===== src/rtl/sca_pkg.sv =====
// Shared state encodings and default widths for the signed comparator arbiter.
// Imported by signed_cmp_arbiter and its round-robin picker.
package sca_pkg;

   localparam logic [1:0] ST_IDLE = 2'd0;
   localparam logic [1:0] ST_CMP  = 2'd1;
   localparam logic [1:0] ST_RESP = 2'd2;

   localparam int CMP_WIDTH = 4;
   localparam int CMP_ID_W  = 2;

   typedef enum logic [1:0] {
      S_IDLE = ST_IDLE,
      S_CMP  = ST_CMP,
      S_RESP = ST_RESP
   } sca_state_e;

endpackage


===== src/rtl/signed_cmp_arbiter_rr_pick.sv =====
// rr_pick: combinational round-robin picker, first set request at or above i_ptr with wrap.
// Zero latency; no flow control of its own.
module rr_pick #(
   parameter int N     = 4,
   parameter int IDX_W = 2
) (
   input  logic [N-1:0]     i_req,
   input  logic [IDX_W-1:0] i_ptr,
   output logic [N-1:0]     o_gnt,
   output logic [IDX_W-1:0] o_idx,
   output logic             o_any
);

   always_comb begin
      o_gnt = '0;
      o_idx = '0;
      o_any = 1'b0;
      // Scan from farthest to nearest so the request closest to i_ptr overwrites the rest.
      for (int k = N - 1; k >= 0; k--) begin
         if (i_req[(int'(i_ptr) + k) % N]) begin
            o_any = 1'b1;
            o_idx = IDX_W'((int'(i_ptr) + k) % N);
         end
      end
      if (o_any) o_gnt[o_idx] = 1'b1;
   end

endmodule


===== src/rtl/signed_cmp_arbiter.sv =====
// Round-robin arbiter sharing one signed less-than comparator; SCA_EQ_OUT_EN adds a registered resp_eq.
// resp_valid two cycles after the grant cycle, >=3 cycles/txn; result held until resp_ready, no grants while busy.
module signed_cmp_arbiter
   import sca_pkg::*;
#(
   parameter int N_REQ = 4,
   parameter int WIDTH = CMP_WIDTH,
   parameter int ID_W  = CMP_ID_W
) (
   input  logic                   clk,
   input  logic                   reset,
   input  logic [N_REQ-1:0]       req_valid,
   input  logic [N_REQ*WIDTH-1:0] req_a,
   input  logic [N_REQ*WIDTH-1:0] req_b,
   output logic [N_REQ-1:0]       req_ready,
   output logic                   resp_valid,
   input  logic                   resp_ready,
   output logic [ID_W-1:0]        resp_id,
   output logic                   resp_lt
`ifdef SCA_EQ_OUT_EN
   ,
   output logic                   resp_eq
`endif
);

   localparam logic [ID_W-1:0] LAST_ID = ID_W'(N_REQ - 1);

   sca_state_e       r_state;
   sca_state_e       w_state_nxt;
   logic [ID_W-1:0]  r_ptr;
   logic [ID_W-1:0]  r_id;
   logic [ID_W-1:0]  r_resp_id;
   logic [WIDTH-1:0] r_a;
   logic [WIDTH-1:0] r_b;
   logic             r_lt;
   logic [N_REQ-1:0] w_gnt;
   logic [ID_W-1:0]  w_idx;
   logic             w_any;
   logic             w_accept;
   logic [WIDTH:0]   w_diff;
`ifdef SCA_EQ_OUT_EN
   logic             r_eq;
`endif

   rr_pick #(
      .N     (N_REQ),
      .IDX_W (ID_W)
   ) u_pick (
      .i_req (req_valid),
      .i_ptr (r_ptr),
      .o_gnt (w_gnt),
      .o_idx (w_idx),
      .o_any (w_any)
   );

   assign req_ready  = (r_state == S_IDLE && !reset) ? w_gnt : '0;
   assign w_accept   = w_any && (r_state == S_IDLE) && !reset;
   // One extra sign bit makes the subtraction overflow-free, so its MSB is the signed less-than.
   assign w_diff     = {r_a[WIDTH-1], r_a} - {r_b[WIDTH-1], r_b};
   assign resp_valid = (r_state == S_RESP);
   assign resp_id    = r_resp_id;
   assign resp_lt    = r_lt;
`ifdef SCA_EQ_OUT_EN
   assign resp_eq    = r_eq;
`endif

   always_ff @(posedge clk) begin
      if (reset) r_state <= S_IDLE;
      else       r_state <= w_state_nxt;
   end

   always_comb begin
      w_state_nxt = r_state;
      case (r_state)
         S_IDLE:  if (w_accept) w_state_nxt = S_CMP;
         S_CMP:   w_state_nxt = S_RESP;
         S_RESP:  if (resp_ready) w_state_nxt = S_IDLE;
         default: w_state_nxt = S_IDLE;
      endcase
   end

   always_ff @(posedge clk) begin
      if (reset) begin
         r_ptr     <= '0;
         r_id      <= '0;
         r_resp_id <= '0;
         r_a       <= '0;
         r_b       <= '0;
         r_lt      <= 1'b0;
`ifdef SCA_EQ_OUT_EN
         r_eq      <= 1'b0;
`endif
      end else begin
         if (w_accept) begin
            r_a  <= req_a[w_idx*WIDTH +: WIDTH];
            r_b  <= req_b[w_idx*WIDTH +: WIDTH];
            r_id <= w_idx;
         end
         if (r_state == S_CMP) begin
            r_lt      <= w_diff[WIDTH];
            r_resp_id <= r_id;
`ifdef SCA_EQ_OUT_EN
            r_eq      <= (r_a == r_b);
`endif
         end
         // The requester just served drops to lowest priority.
         if (r_state == S_RESP && resp_ready)
            r_ptr <= (r_resp_id == LAST_ID) ? '0 : r_resp_id + 1'b1;
      end
   end

endmodule


===== config.mk =====
export PLATFORM = sky130hd
export DESIGN_NAME = signed_cmp_arbiter
export DESIGN_NICKNAME = d
export VERILOG_FILES = /design/src/rtl/sca_pkg.sv /design/src/rtl/signed_cmp_arbiter_rr_pick.sv /design/src/rtl/signed_cmp_arbiter.sv
export SDC_FILE = /design/constraint.sdc
export NUM_CORES = 1
export LEC_CHECK = 0
export BUFFER_PORTS_ARGS = -buffer_cell sky130_fd_sc_hd__buf_4
export CAP_MARGIN = 30
export CORE_MARGIN = 2
export CORE_UTILIZATION = 49
export DETAILED_ROUTE_END_ITERATION = 8
export GPL_ROUTABILITY_DRIVEN = 0
export PLACE_DENSITY_LB_ADDON = 0.08
export SYNTH_ARGS = -nofsm -noshare
export SYNTH_HDL_FRONTEND = slang
export SYNTH_SLANG_ARGS = --single-unit

===== constraint.sdc =====
create_clock -name clk -period 3.9 [get_ports clk]
set_input_delay 0.585 -clock clk [delete_from_list [all_inputs] [get_ports clk]]
set_output_delay 0.585 -clock clk [all_outputs]
set_load 0.005 [all_outputs]

==> out/results.ini, run 1 <==
[status]
outcome = completed

[clocking]
clk-insertion-delay-late_ns = 0.30
hold_buffers = 0
clkSlewWorstSetupHoldPaths_ns = 0.11
cts_resized = 0
cts.sinks = 17
numCtsBuffers = 3
clockBufferDepth = 2
root_buffer = clkbuf_4
htreeDepth = 1
cts_tree = yes
post-cts-setup-buffers = 0

[power_and_ir_drop]
power_frac_clock_pct = 23.1
netSwitchingFraction_pct = 31.1
power.leakage_nw = 0.621
vdd.ir_drop.worst_mv = 0.180
cellInternalPower_mw = 0.297
p_seq_share_pct = 45.3
comb_power_share_pct = 31.6
power.density_nw_per_um2 = 289
power_switching_mw = 0.134

[timing]
setup_viol = 0
hold_violations = 0
tightest_slew_ns = 0.466
rsz0062_at_grt = false
maxSlewViolCount = 0
fmax_mhz = 335
fin_worst_skew_ns = 0.00996
period_needed_ns = 2.98
period_share_pct = 76.5
slew-limit-headroom_pct = 68.9
finalWorstSetupSlack_ns = 0.918
finalSetupTns_ns = 0

[worst_setup_path]
r2r_slack_ns = 1.56
worstRegToRegCells = 6
cp.required_ns = 3.31
endpoint_kind = primary output
critPathMaxFanout = 17
cp.arrival_ns = 2.40
rr_startpoint = r_ptr[1]$_SDFFE_PP0P_
r2r_end = r_b[3]$_SDFFE_PP0P_
worstSetupStartpointType = flop
worstSetupPathType = flop to primary output

[synth]
ys_ff_latch = 17
synth_edf_count = 0
syn_area_sq_um = 1090
yosysSeqAreaShare_pct = 31.2
ys_types = 36
avgSynthCellArea_sq_um = 8.65
async_reset_ff_share_pct = 0
ys_warn_count = 0
synth_ff_type = dfxtp_1
synth_cells = 126
synth_nets = 169

[routing]
routedWlPerCell_um = 13.4
via_per_inst = 5.59
ant_nets = 0
drt_iter0_drc = 10
wl_um = 2670
dr_total_vias = 1117
drtPass1Iterations = 4
drc = 0

[global_routing]
grt_usage_pct = 23.0
grt_max_degree = 18
grt_pass1_wl_um = 4510
grt-ovfl-total = 0
antenna_found_initial = 0
first_global_vias = 1058

[finish]
post_layout_nonfiller_instances = 200
fillers = 186
layout-area-overhead-vs-synth_pct = 36.9
layout_commonest_cell = buf_4
n_antenna_cell = 0
nets = 216
layout_common_cells = buf_4, a21boi_0, dfxtp_1
drive_above_1_share_pct = 36.6

[hold_path]
holdPathEnd = r_id[1]$_SDFFE_PP0P_
hold_start = r_id[1]$_SDFFE_PP0P_
hold_path_class = flop to flop
min_path_cells = 2

[placed_design]
hpwl_um = 2090
numPlacedInstances = 196
post-place-ws_ns = 1.04
port_buffers = 46

[floorplan]
die_h_um = 51.2
die_w_um = 51.2
core_sq_um = 2150
die_area_sq_um = 2620
start_util_pct = 50.7
pin_count = 47
num_rows = 17

[job]
drv_cap = 0

critical path, cell delays in order, from the launching register on:
cell and delay [ns]:
dfxtp_1 0.42, mux2_2 0.35, nand2_1 0.36, and2_1 0.39, buf_4 0.24, nand2_1 0.08, nor2_1 0.12, buf_4 0.13
metrics by stage:
step                      area (sq um)  util, %  hold slack, ns  power (mW)
after floorplan                   1090        -           0.436       0.277
after global placement            1460     68.0           0.445       0.332
after detailed placement          1460     68.0           0.449       0.335
after CTS                         1490     69.4           0.465       0.433
after global routing              1490     69.4           0.498       0.459
final                             1490     69.4           0.462       0.431
flip-flops by register name (all words and copies together) (netlist names):
| name | cells |
|---|---|
| r_a | 4 |
| r_state | 2 |
| resp_lt | 1 |
| r_b | 4 |
| resp_id | 2 |
| r_id | 2 |
| r_ptr | 2 |
area by class of cell:
class / instances / area (sq um) / area share [%]
sequential: 17 / 340 / 22.8
tap: 28 / 35.0 / 2.35
clock buffer: 3 / 22.5 / 1.51
inverter: 9 / 33.8 / 2.27
clock inverter: 1 / 7.51 / 0.503
multi-input combinational: 93 / 684 / 45.9
timing repair buffer: 49 / 368 / 24.7
cells in the mapped netlist, types with 3 or more instances:
master | number | area (sq um)
nand2_1 | 7 | 26.3
inv_1 | 8 | 30.0
dfxtp_1 | 17 | 340
nor4_1 | 4 | 25.0
ha_1 | 4 | 50.1
nor2_1 | 9 | 33.8
a21boi_0 | 17 | 128
a21oi_1 | 6 | 30.0
buf_2 | 3 | 15.0
a211oi_1 | 16 | 120
a2111oi_1 | 4 | 40.0
layer usage:
metal	wire [um]	track usage, %	share of wire [%]
met2	1280	38.3	48
met3	157	5.26	5.9
met4	27	10.4	1.0
met5	0	0	0
met1	1210	27.9	45
power groups by stage:
stage                     clock [mW]  sequential, mW  combinational (mW)
after floorplan                    0           0.198              0.0783
after global placement             0           0.199               0.133
after detailed placement           0           0.200               0.136
after CTS                      0.101           0.195               0.136
after global routing           0.111           0.197               0.151
final                         0.0996           0.195               0.136
cell families after synthesis:
logic type | after synthesis | share of synthesized area, %
buffers and inverters | 16 | 5.97
AND/OR/NAND/NOR | 35 | 16.8
AO/OA/AOI/OAI | 51 | 38.6
flip-flops | 17 | 31.2
multiplexers | 3 | 2.87
adder cells (fa/ha/maj) | 4 | 4.59
worst max path at each step:
stage,from,to,slack [ns]
after global routing,r_ptr[1]$_SDFFE_PP0P_,req_ready[3],0.75
after global placement,req_valid[2],req_ready[3],1.11
final,r_ptr[1]$_SDFFE_PP0P_,req_ready[3],0.92
after CTS,r_ptr[1]$_SDFFE_PP0P_,req_ready[3],0.93
after detailed placement,req_valid[2],req_ready[3],1.04
after floorplan,req_valid[3],req_ready[1],1.82
(Power assumes the default switching activity.)
==> inputs of run 2 (changes only) <==
- CORE_UTILIZATION: 49 -> 47
- clock period: 3.9 -> 2.8 ns (I/O delays scaled with it)
==> out/results.ini, run 2 (same netlist as run 1, synthesis figures left out) <==
[status]
outcome = completed  ; unchanged

[power_and_ir_drop]
vdd.ir_drop.worst_mv = 0.238  ; was 0.180 mV
power.density_nw_per_um2 = 403  ; was 289 nW/um^2
p_total_mw = 0.599  ; was 0.431 mW
power.leakage_nw = 0.616  ; was 0.621 nW

[worst_setup_path]
crit_path_frequent_cell = buf_4
path_buf_inv = 2  ; unchanged
path_delay_family = compound AO/OA/AOI/OAI gates  ; was simple AND/OR/NAND/NOR gates
cp_slowest_cell = a2bb2oi_2  ; was dfxtp_1
worstSetupPathType = flop to primary output  ; unchanged
critPathMaxFanout = 20  ; was 17
worstSetupStartpointType = flop  ; unchanged
cp.arrival_ns = 2.09  ; was 2.40 ns
cp.required_ns = 2.38  ; was 3.31 ns
crit_chain = a21boi_1 -> a2bb2oi_2 -> and2_1 -> buf_4 -> nand2_1 -> nor2_1 -> buf_4  ; was mux2_2 -> nand2_1 -> and2_1 -> buf_4 -> nand2_1 -> nor2_1 -> buf_4
endpoint_kind = primary output  ; unchanged
cpPeakStageDelay_ns = 0.49  ; was 0.42 ns

[clocking]
root_buffer = clkbuf_4  ; unchanged
clkSlewWorstSetupHoldPaths_ns = 0.11  ; about the same
cts_tree = yes  ; unchanged
post-cts-setup-buffers = 0  ; unchanged
cts_resized = 0  ; unchanged
clockBufferDepth = 2  ; unchanged
htreeDepth = 1  ; unchanged
cts.sinks = 17  ; unchanged
numCtsBuffers = 3  ; unchanged
clk-insertion-delay-late_ns = 0.29  ; was 0.30 ns
hold_buffers = 0  ; unchanged

[floorplan]
core_sq_um = 2210  ; was 2150 sq um
num_rows = 17  ; unchanged
pin_count = 47  ; unchanged
die_w_um = 52.2  ; was 51.2 um
die_h_um = 52.2  ; was 51.2 um
die_area_sq_um = 2720  ; was 2620 sq um
start_util_pct = 49.3  ; was 50.7%

[finish]
reg_top3 = r_a (4), r_b (4)  ; unchanged
layout_commonest_cell = buf_4  ; unchanged
layout_common_cells = buf_4, a21boi_0, dfxtp_1  ; unchanged
layout-area-overhead-vs-synth_pct = 36.2  ; was 36.9%
drive_above_1_share_pct = 36.3  ; was 36.6%
fin_area_sq_um = 1480  ; was 1490 sq um
n_antenna_cell = 0  ; unchanged
nets = 215  ; was 216

[routing]
drt_iter0_drc = 6  ; was 10
dr_total_vias = 1084  ; was 1,117
drc = 0  ; unchanged
wl_um = 2720  ; was 2670 um
drtPass1Iterations = 4  ; unchanged
via_per_inst = 5.45  ; was 5.59
ant_nets = 0  ; unchanged
routedWlPerCell_um = 13.7  ; was 13.4 um

[global_routing]
grt-ovfl-total = 0  ; unchanged
antenna_found_initial = 0  ; unchanged
first_global_vias = 1069  ; was 1,058
grt_max_degree = 21  ; was 18
grt_usage_pct = 22.0  ; was 23.0%
grt_pass1_wl_um = 4510  ; unchanged

[timing]
slew-limit-headroom_pct = 57.9  ; was 68.9%
period_share_pct = 89.7
tightest_slew_ns = 0.629  ; was 0.466 ns
hold_violations = 0  ; unchanged
maxSlewViolCount = 0  ; unchanged
setup_viol = 0  ; unchanged
finalSetupTns_ns = 0  ; unchanged
fmax_mhz = 398
rsz0062_at_grt = false  ; unchanged
period_needed_ns = 2.51
fin_worst_skew_ns = 0.00352  ; was 0.00996 ns

[placed_design]
dpl-instance-area_sq_um = 1450  ; was 1460 sq um
port_buffers = 46  ; unchanged
hpwl_um = 2060  ; was 2090 um

[hold_path]
hold_path_class = primary input to flop  ; was flop to flop

[job]
drv_cap = 0  ; unchanged

## run 2: worst min-delay path, stage by stage
cell	delay, ns
buf_4	0.09
nand2b_1	0.09
a21oi_1	0.06
## run 2: metrics by stage
stage               std cells  hold slack (ns)  worst slack (ns)  utilization [%]
global route              199            0.410            0.0699             67.1
CTS                       199            0.394             0.256             67.1
floorplan                 126            0.436              1.02                -
global placement          195            0.445             0.463             65.7
detailed placement        195            0.449             0.374             65.7
finish                    199            0.401             0.287             67.1
## run 2: area by class of cell
type | instances | area, sq um
fillers | 202 | 728
multi-input cells | 93 | 684
repair buffers | 48 | 360
flip-flops and latches | 17 | 340
well taps | 28 | 35.0
inverters | 9 | 33.8
clock buffers | 3 | 22.5
clock inverters | 1 | 7.51
## run 2: path summary, 6_finish.rpt
check	cells after the start	to	slack (ns)	from
max	7	req_ready[3]	0.29	r_ptr[1]$_SDFFE_PP0P_
min	3	r_state[1]$_SDFFE_PP0P_	0.40	resp_ready
max reg2reg	6	r_a[0]$_SDFFE_PP0P_	0.74	r_ptr[1]$_SDFFE_PP0P_
min reg2reg	2	r_id[1]$_SDFFE_PP0P_	0.46	r_id[1]$_SDFFE_PP0P_
## run 2: routing by layer
| layer | vias to the layer above | track usage (%) | wire length, um |
|---|---|---|---|
| li1 | 563 | - | - |
| met1 | 487 | 25.0 | 1240 |
| met2 | 32 | 40.3 | 1340 |
| met3 | 2 | 3.16 | 115 |
| met4 | 0 | 9.40 | 28 |
| met5 | - | 0 | 0 |
## run 2: where the power goes
part           total (mW)  internal, mW  switching (mW)
Clock               0.138        0.0543          0.0841
Sequential          0.273         0.263          0.0109
Combinational       0.187        0.0946          0.0921
==> inputs of run 3 (changes only) <==
- ABC_AREA: default -> 1
- CORE_UTILIZATION: 47 -> 49
==> out/results.ini, run 3 <==
[floorplan]
die_area_sq_um = 3060  ; was 2720 sq um
core_sq_um = 2480  ; was 2210 sq um
num_rows = 18  ; was 17
start_util_pct = 52.1  ; was 49.3%
die_h_um = 55.3  ; was 52.2 um
pin_count = 47  ; unchanged
die_w_um = 55.3  ; was 52.2 um

[power_and_ir_drop]
power_switching_mw = 0.293  ; was 0.187 mW
netSwitchingFraction_pct = 38.2  ; was 31.2%
power.density_nw_per_um2 = 463  ; was 403 nW/um^2
power.leakage_nw = 0.872  ; was 0.616 nW
power_frac_clock_pct = 16.5  ; was 23.1%
comb_power_share_pct = 44.8  ; was 31.2%
cellInternalPower_mw = 0.473  ; was 0.412 mW
p_seq_share_pct = 38.7  ; was 45.7%
vdd.ir_drop.worst_mv = 0.433  ; was 0.238 mV

[clocking]
cts_resized = 0  ; unchanged
cts_tree = yes  ; unchanged
clockBufferDepth = 2  ; unchanged
hold_buffers = 0  ; unchanged
htreeDepth = 1  ; unchanged
root_buffer = clkbuf_4  ; unchanged
cts.sinks = 17  ; unchanged
numCtsBuffers = 3  ; unchanged
clkSlewWorstSetupHoldPaths_ns = 0.09  ; was 0.11 ns
post-cts-setup-buffers = 0  ; unchanged
clk-insertion-delay-late_ns = 0.29  ; about the same

[worst_setup_path]
cp.arrival_ns = 2.16  ; was 2.09 ns
worstRegToRegCells = 13  ; was 6
crit_path_end = req_ready[0]  ; was req_ready[3]
cpPeakStageDelay_ns = 0.58  ; was 0.49 ns
cp_slowest_cell = dfxtp_1  ; was a2bb2oi_2
r2r_end = r_b[0]$_SDFFE_PP0P_  ; was r_a[0]$_SDFFE_PP0P_
crit_start = r_ptr[0]$_SDFFE_PP0P_  ; was r_ptr[1]$_SDFFE_PP0P_
critPathMaxFanout = 28  ; was 20
crit_chain = inv_6 -> nand2_1 -> nand2_1 -> nand2_2 -> nand2_2 -> nor2_2 -> nor2_2 -> nand2_4 -> nand2_4 -> nor3b_1 -> buf_4  ; was a21boi_1 -> a2bb2oi_2 -> and2_1 -> buf_4 -> nand2_1 -> nor2_1 -> buf_4
endpoint_kind = primary output  ; unchanged
r2r_slack_ns = 0.80  ; was 0.74 ns
worstSetupStartpointType = flop  ; unchanged
rr_startpoint = r_ptr[0]$_SDFFE_PP0P_  ; was r_ptr[1]$_SDFFE_PP0P_
worstSetupPathType = flop to primary output  ; unchanged
cp.required_ns = 2.38  ; about the same

[synth]
synthAdderAreaFrac_pct = 3.88  ; was 4.59%
syn_area_sq_um = 1290  ; was 1090 sq um
yosysSeqAreaShare_pct = 26.4  ; was 31.2%
synth_top_family_by_area = simple AND/OR/NAND/NOR gates  ; was compound AO/OA/AOI/OAI gates
synth_largest_area_cell = dfxtp_1  ; unchanged
async_reset_ff_share_pct = 0  ; unchanged
synth_cells = 215  ; was 126
ys_warn_count = 0  ; unchanged
synth_edf_count = 0  ; unchanged
synth-compound-area-share_pct = 11.3  ; was 38.6%
synthXorXnorAreaFrac_pct = 0  ; unchanged
ys_ff_latch = 17  ; unchanged
ys_types = 24  ; was 36
synthMostInstantiatedCell = nand2_1
synth_ff_type = dfxtp_1  ; unchanged
avgSynthCellArea_sq_um = 6.00  ; was 8.65 sq um
synth_nets = 258  ; was 169
yosys.area.top_type_share_pct = 26.4  ; was 31.2%
netlist_top_cells_count = nand2_1, nor2_1, inv_1  ; was a21boi_0, dfxtp_1, a211oi_1
synth.area.top_cells = dfxtp_1, nand2_1, nor2_1  ; was dfxtp_1, a21boi_0, a211oi_1
synth-simple-area-share_pct = 44.6  ; was 16.8%
synth.area.mux_share_pct = 0  ; was 2.87%

[timing]
period_needed_ns = 2.58  ; was 2.51 ns
tightest_slew_ns = 0.409  ; was 0.629 ns
fmax_mhz = 387  ; was 398 MHz
slew-limit-headroom_pct = 72.7  ; was 57.9%
hold_violations = 0  ; unchanged
period_share_pct = 92.3  ; was 89.7%
finalWorstSetupSlack_ns = 0.217  ; was 0.287 ns
maxSlewViolCount = 0  ; unchanged
rsz0062_at_grt = false  ; unchanged
finalSetupTns_ns = 0  ; unchanged
fin_worst_skew_ns = 0.00229  ; was 0.00352 ns
setup_viol = 0  ; unchanged

[finish]
layout_commonest_cell = buf_4  ; unchanged
nets = 303  ; was 215
reg_top3 = r_a (4), r_b (4)  ; unchanged
layout-area-overhead-vs-synth_pct = 28.3  ; was 36.2%
drive_above_1_share_pct = 25.1  ; was 36.3%
n_antenna_cell = 0  ; unchanged
fillers = 256  ; was 202
layout_common_cells = buf_4, nand2_1, nor2_1  ; was buf_4, a21boi_0, dfxtp_1

[routing]
drt_iter0_drc = 65  ; was 6
ant_nets = 0  ; unchanged
wl_um = 2950  ; was 2720 um
drc = 0  ; unchanged
via_per_inst = 4.99  ; was 5.45
drtPass1Iterations = 4  ; unchanged
dr_total_vias = 1443  ; was 1,084
routedWlPerCell_um = 10.2  ; was 13.7 um

[global_routing]
gr-usage-met2_pct = 34.5  ; was 40.3%
use_met3_pct = 4.92  ; was 3.16%
first_global_vias = 1241  ; was 1,069
grt-ovfl-total = 0  ; unchanged
antenna_found_initial = 0  ; unchanged
top_usage_layer = met2  ; unchanged
grt_pass1_wl_um = 5060  ; was 4510 um
grt_max_degree = 29  ; was 21
use_met1_pct = 25.0  ; about the same
grt_usage_pct = 19.9  ; was 22.0%

[placed_design]
port_buffers = 46  ; unchanged
post-place-ws_ns = 0.534  ; was 0.374 ns
hpwl_um = 2300  ; was 2060 um

[status]
outcome = completed  ; unchanged

[hold_path]
min_path_cells = 2  ; was 3
hold_start = reset  ; was resp_ready
hold_path_class = primary input to flop  ; unchanged

[job]
drv_cap = 0  ; unchanged

-- run 3: cell types whose count changed in the layout (fill, tap and decap cells not counted), sizes merged, moves of 4 or more --
cell | before | now
nand2 | 7 | 51
nor2 | 9 | 45
inv | 9 | 30
nand3 | 2 | 22
a21boi | 18 | 1
a211oi | 16 | 0
o21ai | 2 | 16
nand4 | 0 | 8
a2111oi | 4 | 0
nor4 | 4 | 0
-- run 3: final cells by class --
| class | count | area (sq um) | area share (%) |
|---|---|---|---|
| clock buffers | 3 | 22.5 | 1.36 |
| clock inverters | 1 | 5.00 | 0.302 |
| inverters | 30 | 118 | 7.11 |
| multi-input cells | 160 | 772 | 46.6 |
| flip-flops and latches | 17 | 340 | 20.6 |
| well taps | 30 | 37.5 | 2.27 |
| repair buffers | 48 | 360 | 21.8 |
-- run 3: power groups by stage --
stage	logic, mW	clock network (mW)	registers [mW]
2_1_floorplan	0.256	0	0.296
3_3_place_gp	0.341	0	0.300
3_5_place_dp	0.345	0	0.302
4_1_cts	0.347	0.132	0.296
5_1_grt	0.393	0.145	0.301
6_report	0.344	0.126	0.296
-- run 3: critical path: cells and delay by family, from the launching register on --
kind	cells	cell delay, ns
and+or+nand+nor	9	1.09
DFF	1	0.58
buffers and inverters	2	0.21
-- run 3: metrics by stage --
stage	hold slack [ns]	utilization, %	cell area (sq um)	power, mW	instances
detailed placement	0.479	65.7	1630	0.647	285
CTS	0.285	66.8	1660	0.775	289
floorplan	0.450	-	1290	0.552	215
global route	0.295	66.8	1660	0.839	289
global placement	0.465	65.7	1630	0.642	285
finish	0.291	66.8	1660	0.766	289
-- run 3: cells by family after synthesis --
logic type               count (synthesis)
AND/OR/NAND/NOR                        130
buffers and inverters                   38
AO/OA/AOI/OAI                           26
flip-flops                              17
adder cells (fa/ha/maj)                  4
-- run 3: worst min path at each step --
stage / slack, ns / endpoint
CTS: 0.28 / r_state[1]$_SDFFE_PP0P_
global route: 0.30 / r_state[1]$_SDFFE_PP0P_
global placement: 0.46 / resp_id[1]$_SDFFE_PP0N_
detailed placement: 0.48 / resp_id[1]$_SDFFE_PP0N_
floorplan: 0.45 / resp_id[1]$_SDFFE_PP0N_
finish: 0.29 / r_state[1]$_SDFFE_PP0P_
-- run 3: routing by layer --
| layer | wire (um) | vias up |
|---|---|---|
| met3 | 172 | 4 |
| li1 | - | 776 |
| met4 | 19 | 0 |
| met2 | 1470 | 47 |
| met1 | 1290 | 616 |
| met5 | 0 | - |
